==> src/rtl/i2s_transmitter.sv <==
// I2S master transmitter: 16-bit stereo, 64 BCLK per frame, one-BCLK data delay.
// Samples are double-buffered (holding register -> frame shifters) with under/overrun flags.
module i2s_transmitter #(
    parameter int unsigned BCLK_HALF = 12  // clk_in cycles per BCLK half-period, 2..255
) (
    input  logic        clk_in,
    input  logic        rst_in,
    input  logic [15:0] left_sample_in,
    input  logic [15:0] right_sample_in,
    input  logic        new_sample_in,
    output logic        i2s_bclk_out,
    output logic        i2s_lrclk_out,
    output logic        i2s_data_out,
    output logic        frame_pulse_out,
    output logic        underrun_out,
    output logic        overrun_out
);

    localparam logic [7:0] DivLast = 8'(BCLK_HALF - 1);

    logic [7:0]  div_q, div_d;
    logic        bclk_q, bclk_d;
    logic [5:0]  k_q, k_d;
    logic        lrclk_q, lrclk_d;
    logic        data_q, data_d;
    logic        pending_q, pending_d;
    logic [15:0] hold_l_q, hold_l_d;
    logic [15:0] hold_r_q, hold_r_d;
    logic [15:0] shift_l_q, shift_l_d;
    logic [15:0] shift_r_q, shift_r_d;
    logic        frame_q, frame_d;
    logic        under_q, under_d;
    logic        over_q, over_d;

    logic tick;
    logic fall;
    logic load;

    // Slot bit for counter value k: one-BCLK delay puts bit 15 at slot position 1.
    function automatic logic slot_bit(input logic [5:0] k, input logic [15:0] l,
                                      input logic [15:0] r);
        logic [4:0] pos;
        logic [4:0] idx;
        pos = k[4:0];
        idx = 5'd16 - pos;
        if (pos == 5'd0 || pos > 5'd16) begin
            return 1'b0;
        end
        return k[5] ? r[idx[3:0]] : l[idx[3:0]];
    endfunction

    assign tick = (div_q == DivLast);
    assign fall = tick & bclk_q;
    assign load = fall & (k_q == 6'd63);

    always_comb begin
        div_d     = tick ? 8'd0 : div_q + 8'd1;
        bclk_d    = tick ? ~bclk_q : bclk_q;
        k_d       = k_q;
        lrclk_d   = lrclk_q;
        data_d    = data_q;
        pending_d = pending_q;
        hold_l_d  = hold_l_q;
        hold_r_d  = hold_r_q;
        shift_l_d = shift_l_q;
        shift_r_d = shift_r_q;
        frame_d   = 1'b0;
        under_d   = 1'b0;
        over_d    = 1'b0;

        // A strobe coinciding with a load is consumed by the next frame, so no flags.
        if (load) begin
            shift_l_d = hold_l_q;
            shift_r_d = hold_r_q;
            pending_d = new_sample_in;
            frame_d   = 1'b1;
            under_d   = ~pending_q & ~new_sample_in;
        end else if (new_sample_in) begin
            pending_d = 1'b1;
            over_d    = pending_q;
        end

        if (new_sample_in) begin
            hold_l_d = left_sample_in;
            hold_r_d = right_sample_in;
        end

        if (fall) begin
            k_d     = k_q + 6'd1;
            lrclk_d = k_d[5];
            data_d  = slot_bit(k_d, shift_l_d, shift_r_d);
        end
    end

    always_ff @(posedge clk_in) begin
        if (!rst_in) begin
            div_q     <= 8'd0;
            bclk_q    <= 1'b0;
            k_q       <= 6'd63;
            lrclk_q   <= 1'b0;
            data_q    <= 1'b0;
            pending_q <= 1'b0;
            hold_l_q  <= 16'd0;
            hold_r_q  <= 16'd0;
            shift_l_q <= 16'd0;
            shift_r_q <= 16'd0;
            frame_q   <= 1'b0;
            under_q   <= 1'b0;
            over_q    <= 1'b0;
        end else begin
            div_q     <= div_d;
            bclk_q    <= bclk_d;
            k_q       <= k_d;
            lrclk_q   <= lrclk_d;
            data_q    <= data_d;
            pending_q <= pending_d;
            hold_l_q  <= hold_l_d;
            hold_r_q  <= hold_r_d;
            shift_l_q <= shift_l_d;
            shift_r_q <= shift_r_d;
            frame_q   <= frame_d;
            under_q   <= under_d;
            over_q    <= over_d;
        end
    end

    assign i2s_bclk_out    = bclk_q;
    assign i2s_lrclk_out   = lrclk_q;
    assign i2s_data_out    = data_q;
    assign frame_pulse_out = frame_q;
    assign underrun_out    = under_q;
    assign overrun_out     = over_q;

endmodule
==> config.mk <==
export PLATFORM = sky130hd
export DESIGN_NAME = i2s_transmitter
export DESIGN_NICKNAME = d
export VERILOG_FILES = /design/src/rtl/i2s_transmitter.sv
export SDC_FILE = /design/constraint.sdc
export NUM_CORES = 1
export LEC_CHECK = 0
export ABC_CLOCK_PERIOD_IN_PS = 3550
export BUFFER_PORTS_ARGS = -buffer_cell sky130_fd_sc_hd__buf_2
export CORE_ASPECT_RATIO = 0.7
export CORE_MARGIN = 2
export CORE_UTILIZATION = 62
export CTS_CLUSTER_DIAMETER = 60
export DETAILED_ROUTE_END_ITERATION = 6
export PLACE_DENSITY = 0.95
export SLEW_MARGIN = 15
export SYNTH_ARGS = -nofsm -noshare
export SYNTH_HDL_FRONTEND = slang
export SYNTH_SLANG_ARGS = --single-unit
==> constraint.sdc <==
create_clock -name clk_in -period 3.55 [get_ports clk_in]
set_input_delay 0.71 -clock clk_in [delete_from_list [all_inputs] [get_ports clk_in]]
set_output_delay 0.71 -clock clk_in [all_outputs]
set_load 0.005 [all_outputs]
# Word level (Yosys, flattened, before mapping)
# Index checks and enable logic that the tools add are counted.
# totals
regBits	85
output_inout_bits	6
wordCells	47
# classes
addsub	3
n_lt_le_gt_ge	2
n_eq_ne	2
n_mux	14
bitwise	7
n_reduce_logical	6
# op_table
op	count
$mux W16	2
$mux W1	10
$add A8 B1 Y8 const B	1
$bmux W1 S4	2
$eq A8 B4 Y1 const B	1
$add A6 B1 Y6 const B	1
$eq A6 B6 Y1 const B	1
$gt A5 B5 Y1 const B	1
$logic_not A5 Y1	1
$lt A4 B5 Y1 const B	1
$not A1 Y1	4
$sub A1 B4 Y4 const A	1
$and A1 B1 Y1	3
$reduce_or A3 Y1	1
$reduce_and A2 Y1	1
$reduce_bool A2 Y1	1
$reduce_or A2 Y1	1
$logic_or A1 B1 Y1	1

# Logic depth before layout (Yosys ltp)
# Gate-level depths: netlist of the first run.
# logic_depth
word_depth	8
mapped_depth	10
ltp_nobuf	8

# Least setup slack after synthesis of the first run
# No wires, ideal clock.
# synth_timing
path_kind	register -> register
start	reg k_q[1]
end	reg data_q, in the netlist i2s_data_out
arrival_ns	2.125
required_ns	3.455
slack_ns	1.330
stages_incl_launch_ff	10
n_path_buf	1
synth_period_minus_slack_ns	2.220
path_cell_list	dfxtp_1 > ha_1 > and4_1 > nand4_4 > buf_4 > mux2i_1 > o31a_1 > a311oi_1 > o21ai_0 > a221oi_1
# synth_via
elab_chain_cells	7
# synth_lines
item	line_no	rtl
start: declaration	23	logic [5:0] k_q, k_d;
start signal: assignment	113	k_q <= k_d;
parallel branches: the longest is 6 deep, another holds $add A6 B1 Y6	-	
$mux W1 *	49	return k[5] ? r[idx[3:0]] : l[idx[3:0]];
end signal: assignment	115	data_q <= data_d;
end: declaration	25	logic data_q, data_d;
# Every way passes the cells marked *. The select of a mux whose other input is x is not followed.
# A chain may end at the register's enable or synchronous reset.

# Worst setup path after layout of the first run
# layout_timing
start	reg k_q[0]
end	reg data_q, in the netlist i2s_data_out
# Same word-level chain as after synthesis.

==> results of run 1 <==
## layer usage
layer / share of wire (%) / global-route usage [%] / vias up
met5: 0 / 0 / -
met4: 1.1 / 7.25 / 0
met2: 47 / 38.6 / 87
li1: - / - / 1366
met3: 6.7 / 8.26 / 6
met1: 45 / 31.6 / 1273
## cell type report
cell class,count,area [sq um]
sequential,85,1700
multi-input combinational,269,1790
timing repair buffer,46,245
tap,75,93.8
fill,405,1590
inverter,2,7.51
clock buffer,10,128
clock inverter,6,111
## power groups by stage
stage                     clock network, mW  logic [mW]  registers (mW)
after floorplan                           0      0.0580            1.01
after global placement                    0      0.0818            1.02
after detailed placement                  0      0.0866            1.02
after CTS                             0.820      0.0876           0.998
after global routing                  0.861      0.0961            1.00
final                                 0.805      0.0864           0.998
## cell families (layout without fill, tap and decap cells)
logic type	after synthesis	count (layout)
AOI/OAI and AO/OA	41	41
xor gates and xnor gates	15	15
adders and majority gates	2	2
buffers and inverters	27	64
DFF	85	85
muxes	55	55
and+or+nand+nor	156	156
## sequential cells by signal, indices dropped and copies added (netlist names)
register / flops
shift_l_q: 16
i2s_lrclk_out: 1
overrun_out: 1
pending_q: 1
underrun_out: 1
hold_r_q: 16
k_q: 6
i2s_data_out: 1
i2s_bclk_out: 1
hold_l_q: 16
frame_pulse_out: 1
div_q: 8
shift_r_q: 16
## worst min path at each step
stage	start	endpoint	cells past startpoint
floorplan	pending_q	underrun_out	1
global placement	pending_q	underrun_out	1
detailed placement	div_q[0]	div_q[0]	1
CTS	div_q[0]	div_q[0]	1
global route	shift_l_q[9]	shift_l_q[9]	2
finish	div_q[0]	div_q[0]	1
## synthesized netlist by cell type (3+ instances only)
master     n
nand4_1    3
a21oi_1   21
buf_1      3
nand2_1   55
buf_2      3
dfxtp_1   85
mux2i_1   38
xor2_1     5
mux4_2     8
and2_1    10
mux2_2     8
nor2_1    64
o21ai_0    6
nand3_1    8
o211ai_1   3
clkbuf_1  17
xnor2_1   10
## per-stage QoR
stage,utilization (%),hold WS [ps],power [mW],std cells,instance area [sq um]
after floorplan,-,416,1.07,381,3610
after global placement,67.8,429,1.10,477,3840
after detailed placement,67.8,436,1.11,477,3840
after CTS,72.0,450,1.91,493,4080
after global routing,72.0,467,1.96,493,4080
final,72.0,446,1.89,493,4080
==> results.py, run 1 <==
metrics = {
    "worst_setup_path": {
        "arrival_ps": 3040,
        "cp_top_family": "compound AO/OA/AOI/OAI gates",
        "slowest_stage": "mux4_1",
        "r2r_start": "k_q[0]",
        "cp_max_fo": 19,
        "worstSetupEndpoint": "i2s_data_out",
        "critical_path_class": "reg2reg",
        "reg2reg_slack_ps": 770,
        "startpoint_type": "flip-flop",
        "crit_buf_inv": 1,
        "crit_path_cell_trace": "buf_4 -> ha_1 -> and4_1 -> nand4_4 -> mux4_1 -> nand2_1 -> a311oi_1 -> o21ai_0 -> a221oi_1",
        "crit_start": "k_q[0]",
        "required_ps": 3810,
        "reg2reg_depth": 9,
        "r2r_end": "i2s_data_out",
        "cp.depth": 9,
        "critical_path.max_stage_delay_ps": 450,
        "critPathCaptureType": "flip-flop",
    },
    "die": {
        "start_util_pct": 63.7,
        "io-pin-count": 41,
        "die_height_um": 67.9,
        "core_region_area_sq_mm": 0.00567,
        "die_width_um": 95.2,
        "die-area_sq_mm": 0.00646,
        "num_rows": 23,
    },
    "clocking": {
        "numCtsBuffers": 9,
        "hold_buffers": 0,
        "clk_latency_ps": 360,
        "cts_sinks": 85,
        "cts_root_buffer": "clkbuf_8",
        "cts_resized": 0,
        "clk_pin_slew_ps": 80,
        "cts_tree": "done",
        "cts_buffer_depth": 2,
        "cts_max_level": 3,
        "postCtsSetupBuffers": 0,
    },
    "grt": {
        "grtUsageTotal_pct": 24.2,
        "grt_overflow": 0,
        "grt_max_degree": 40,
        "grt_pass1_wl_um": 11800,
        "antenna_found_initial": 0,
        "grt_pass1_vias": 2558,
    },
    "layout": {
        "antenna_cells": 0,
        "syn_to_final_growth_pct": 13.0,
        "final_cell_mix": "dfxtp_1, nor2_1, nand2_1",
        "layout_commonest_cell": "dfxtp_1",
        "nets": 450,
        "drive_above_1_share_pct": 19.4,
    },
    "yosys": {
        "synth_top_area_share_pct": 47.1,
        "synth_edf_count": 0,
        "synth_mux_area_share_pct": 18.7,
        "ys_ff_latch": 85,
        "synth.avg_cell_area_sq_um": 9.48,
        "synth_area_leaders": "dfxtp_1, mux2i_1, nor2_1",
        "synth-compound-area-share_pct": 6.75,
        "synth_area_sq_mm": 0.00361,
        "synthXorXnorAreaFrac_pct": 3.64,
        "synthSimpleGateAreaFrac_pct": 19.8,
        "synthFlopType": "dfxtp_1",
        "synth_top_cell_by_area": "dfxtp_1",
        "synth_fa_ha_area_share_pct": 0.693,
        "syn-num-nets": 418,
        "yosysWarnings": 0,
        "netlist_instances": 381,
        "synthArstFlopShare_pct": 0,
        "synth_seq_area_share_pct": 47.1,
        "synth_top_family_by_area": "simple AND/OR/NAND/NOR gates",
        "ys_types": 45,
    },
    "sta": {
        "max_freq_mhz": 360,
        "slew_headroom_pct": 35.0,
        "drv_slew": 0,
        "finalWorstSetupSlack_ps": 774,
        "finalClockSkew_ps": 5.96,
        "rsz0062_at_grt": "no",
        "worst_pin_slew_ps": 974,
        "fin_crit_sh_pct": 78.2,
        "finalSetupViolCount": 0,
        "setup_tns_ps": 0,
        "period_needed_ps": 2780,
        "hold_violations": 0,
    },
    "place": {
        "numPortBuffers": 40,
        "gp_congestion": 0.877,
        "preCtsSetupSlack_ps": 859,
        "hpwlAfterDp_um": 4870,
    },
    "power_and_ir_drop": {
        "leakage_nw": 1.75,
        "peakVddDrop_mv": 0.395,
        "switching_share_pct": 21.2,
        "power_frac_seq_pct": 52.8,
        "internal-power_mw": 1.49,
        "p_clk_share_pct": 42.6,
        "combPwrFrac_pct": 4.6,
        "power_density_mw_per_mm2": 463,
        "p_sw_uw": 401,
    },
    "run": {
        "cap_violations": 0,
    },
    "route": {
        "avgRoutedWirePerCell_um": 14.4,
        "wirelength_um": 7100,
        "firstDrtPassIters": 4,
        "drtIter0Drc": 159,
        "dr_total_vias": 2732,
        "drcViolationCount": 0,
        "avgViaCountPerCell": 5.54,
        "final_antenna_net_count": 0,
    },
    "outcome": {
        "status": "completed",
    },
    "hold_path": {
        "hold_class": "reg2reg",
    },
}
(Power assumes the default switching activity.)
==> inputs of run 2 (changes only) <==
ABC_CLOCK_PERIOD_IN_PS = 2240   (was 3550)
CORE_UTILIZATION = 52   (was 62)
PLACE_DENSITY = 0.87   (was 0.95)
clock period = 2.24 ns   (was 3.55 ns; I/O delays follow)
==> results.py, run 2 (synthesis gave the netlist of run 1 again) <==
metrics = {
    "power_and_ir_drop": {
        "switching_share_pct": 24.6,
        "p_sw_uw": 665,
        "total_power_mw": 2.70,
        "power_frac_seq_pct": 58.6,
        "leakage_nw": 1.89,
        "combPwrFrac_pct": 5.6,
        "power_density_mw_per_mm2": 609,
        "internal-power_mw": 2.04,
        "peakVddDrop_mv": 0.375,
        "p_clk_share_pct": 35.8,
    },
    "worst_setup_path": {
        "critPathCaptureType": "flip-flop",
        "arrival_ps": 2520,
        "startpoint_type": "flip-flop",
        "critical_path_class": "reg2reg",
        "r2r_end": "i2s_data_out",
        "r2r_start": "div_q[1]",
        "reg2reg_depth": 8,
        "cp_max_fo": 7,
        "reg2reg_slack_ps": -30,
        "required_ps": 2480,
    },
    "route": {
        "drtIter0Drc": 152,
        "dr_total_vias": 2908,
        "drcViolationCount": 0,
        "wirelength_um": 8170,
        "firstDrtPassIters": 4,
        "final_antenna_net_count": 0,
        "avgViaCountPerCell": 5.35,
        "avgRoutedWirePerCell_um": 15.0,
    },
    "grt": {
        "grt_pass1_vias": 2754,
        "antenna_found_initial": 0,
        "grt_max_degree": 43,
        "grt_overflow": 0,
        "grt_pass1_wl_um": 13100,
        "grtUsageTotal_pct": 21.9,
    },
    "layout": {
        "layout_commonest_cell": "dfxtp_1",
        "nets": 482,
        "drive_above_1_share_pct": 29.1,
        "final_cell_mix": "dfxtp_1, nor2_1, nand2_1",
        "fin_area_sq_mm": 0.00444,
        "final_cells": 544,
        "syn_to_final_growth_pct": 22.9,
        "fillCellCount": 510,
        "antenna_cells": 0,
    },
    "outcome": {
        "violations": "setup timing",
        "status": "finished with violations",
    },
    "hold_path": {
        "hold_class": "in2reg",
        "whs_path_depth": 3,
        "whs_endpoint": "hold_l_q[2]",
        "hp-start": "left_sample_in[2]",
    },
    "die": {
        "num_rows": 25,
        "die_width_um": 104,
        "die-area_sq_mm": 0.00764,
        "die_height_um": 73.7,
        "core_region_area_sq_mm": 0.00673,
        "io-pin-count": 41,
        "start_util_pct": 53.7,
    },
    "clocking": {
        "hold_buffers": 0,
        "clk_latency_ps": 360,
        "cts_root_buffer": "clkbuf_8",
        "cts_sinks": 85,
        "numCtsBuffers": 9,
        "cts_tree": "done",
        "cts_buffer_depth": 2,
        "clk_pin_slew_ps": 90,
        "cts_max_level": 3,
    },
    "sta": {
        "finalClockSkew_ps": 6.84,
        "slew_headroom_pct": 61.9,
        "finalSetupViolCount": 1,
        "hold_violations": 0,
        "max_freq_mhz": 440,
        "worst_pin_slew_ps": 571,
        "finalWorstSetupSlack_ps": -34.8,
        "fin_crit_sh_pct": 102,
        "period_needed_ps": 2270,
        "rsz0062_at_grt": "yes",
        "drv_slew": 0,
    },
    "place": {
        "numPortBuffers": 40,
        "place_area_sq_mm": 0.00407,
        "place_inst": 520,
        "hpwlAfterDp_um": 5610,
        "preCtsSetupSlack_ps": -67.1,
        "gp_congestion": 0.910,
    },
    "run": {
        "cap_violations": 0,
    },
}
run 2: cell count changes in the layout (fill, tap and decap cells not counted), sizes merged:
cell / before / now
bufinv: 3 / 0
inv: 1 / 3
buf: 46 / 77
clkbuf: 10 / 11
clkinv: 3 / 1
clkinvlp: 1 / 4
run 2: worst max-delay path by stage:
stage                               to      from  cells after the start  slack, ps
after CTS                 i2s_data_out    k_q[1]                     10         10
after global routing      i2s_data_out  div_q[1]                     10       -140
after detailed placement  i2s_data_out  div_q[0]                      9        -70
after global placement    i2s_data_out  div_q[0]                      9         40
final                     i2s_data_out  div_q[1]                      8        -30
after floorplan           i2s_data_out    k_q[1]                      9         20
run 2: worst max-delay path: stages, from the launching register on:
cell      delay [ps]
dfxtp_2          340
ha_4             150
and4bb_2         240
nand4_4          130
buf_12           140
mux4_2           490
or3b_1           370
a31oi_1          190
a221oi_2         100
run 2: metal layers:
| metal | up-vias | track usage (%) | wire (um) |
|---|---|---|---|
| met4 | 0 | 7.36 | 134 |
| met3 | 13 | 6.57 | 435 |
| met2 | 90 | 36.3 | 3880 |
| met1 | 1372 | 27.8 | 3730 |
| li1 | 1433 | - | - |
| met5 | - | 0 | 0 |
run 2: through the flow:
step                      hold WS (ps)  utilization (%)  TNS [ps]
after floorplan                    416                -         0
after global placement             435             60.5         0
after detailed placement           444             60.5     -67.1
after CTS                          300             64.4         0
after global routing               315             66.0      -136
final                              317             66.0     -34.8
run 2: final cells by class:
class	instances	area, sq um	share of cell area [%]
multi-input combinational	269	1860	42.0
tap	94	118	2.65
timing repair buffer	78	568	12.8
inverter	2	7.51	0.169
clock buffer	10	128	2.87
sequential	85	1710	38.5
clock inverter	6	47.5	1.07
run 2: what timing repair did:
| item | in CTS | in global routing |
|---|---|---|
| setup endpoints to repair | 1 | 1 |
| setup buffers | 4 | 3 |
| pin swaps | 9 | 6 |
| gates resized for setup | 15 | 13 |
| gates cloned | 0 | 1 |
run 2: power groups by stage:
stage	sequential, mW	combinational (mW)	clock, mW
2_1_floorplan	1.60	0.0918	0
3_3_place_gp	1.61	0.140	0
3_5_place_dp	1.62	0.147	0
4_1_cts	1.58	0.149	0.993
5_1_grt	1.59	0.168	1.06
6_report	1.58	0.151	0.967
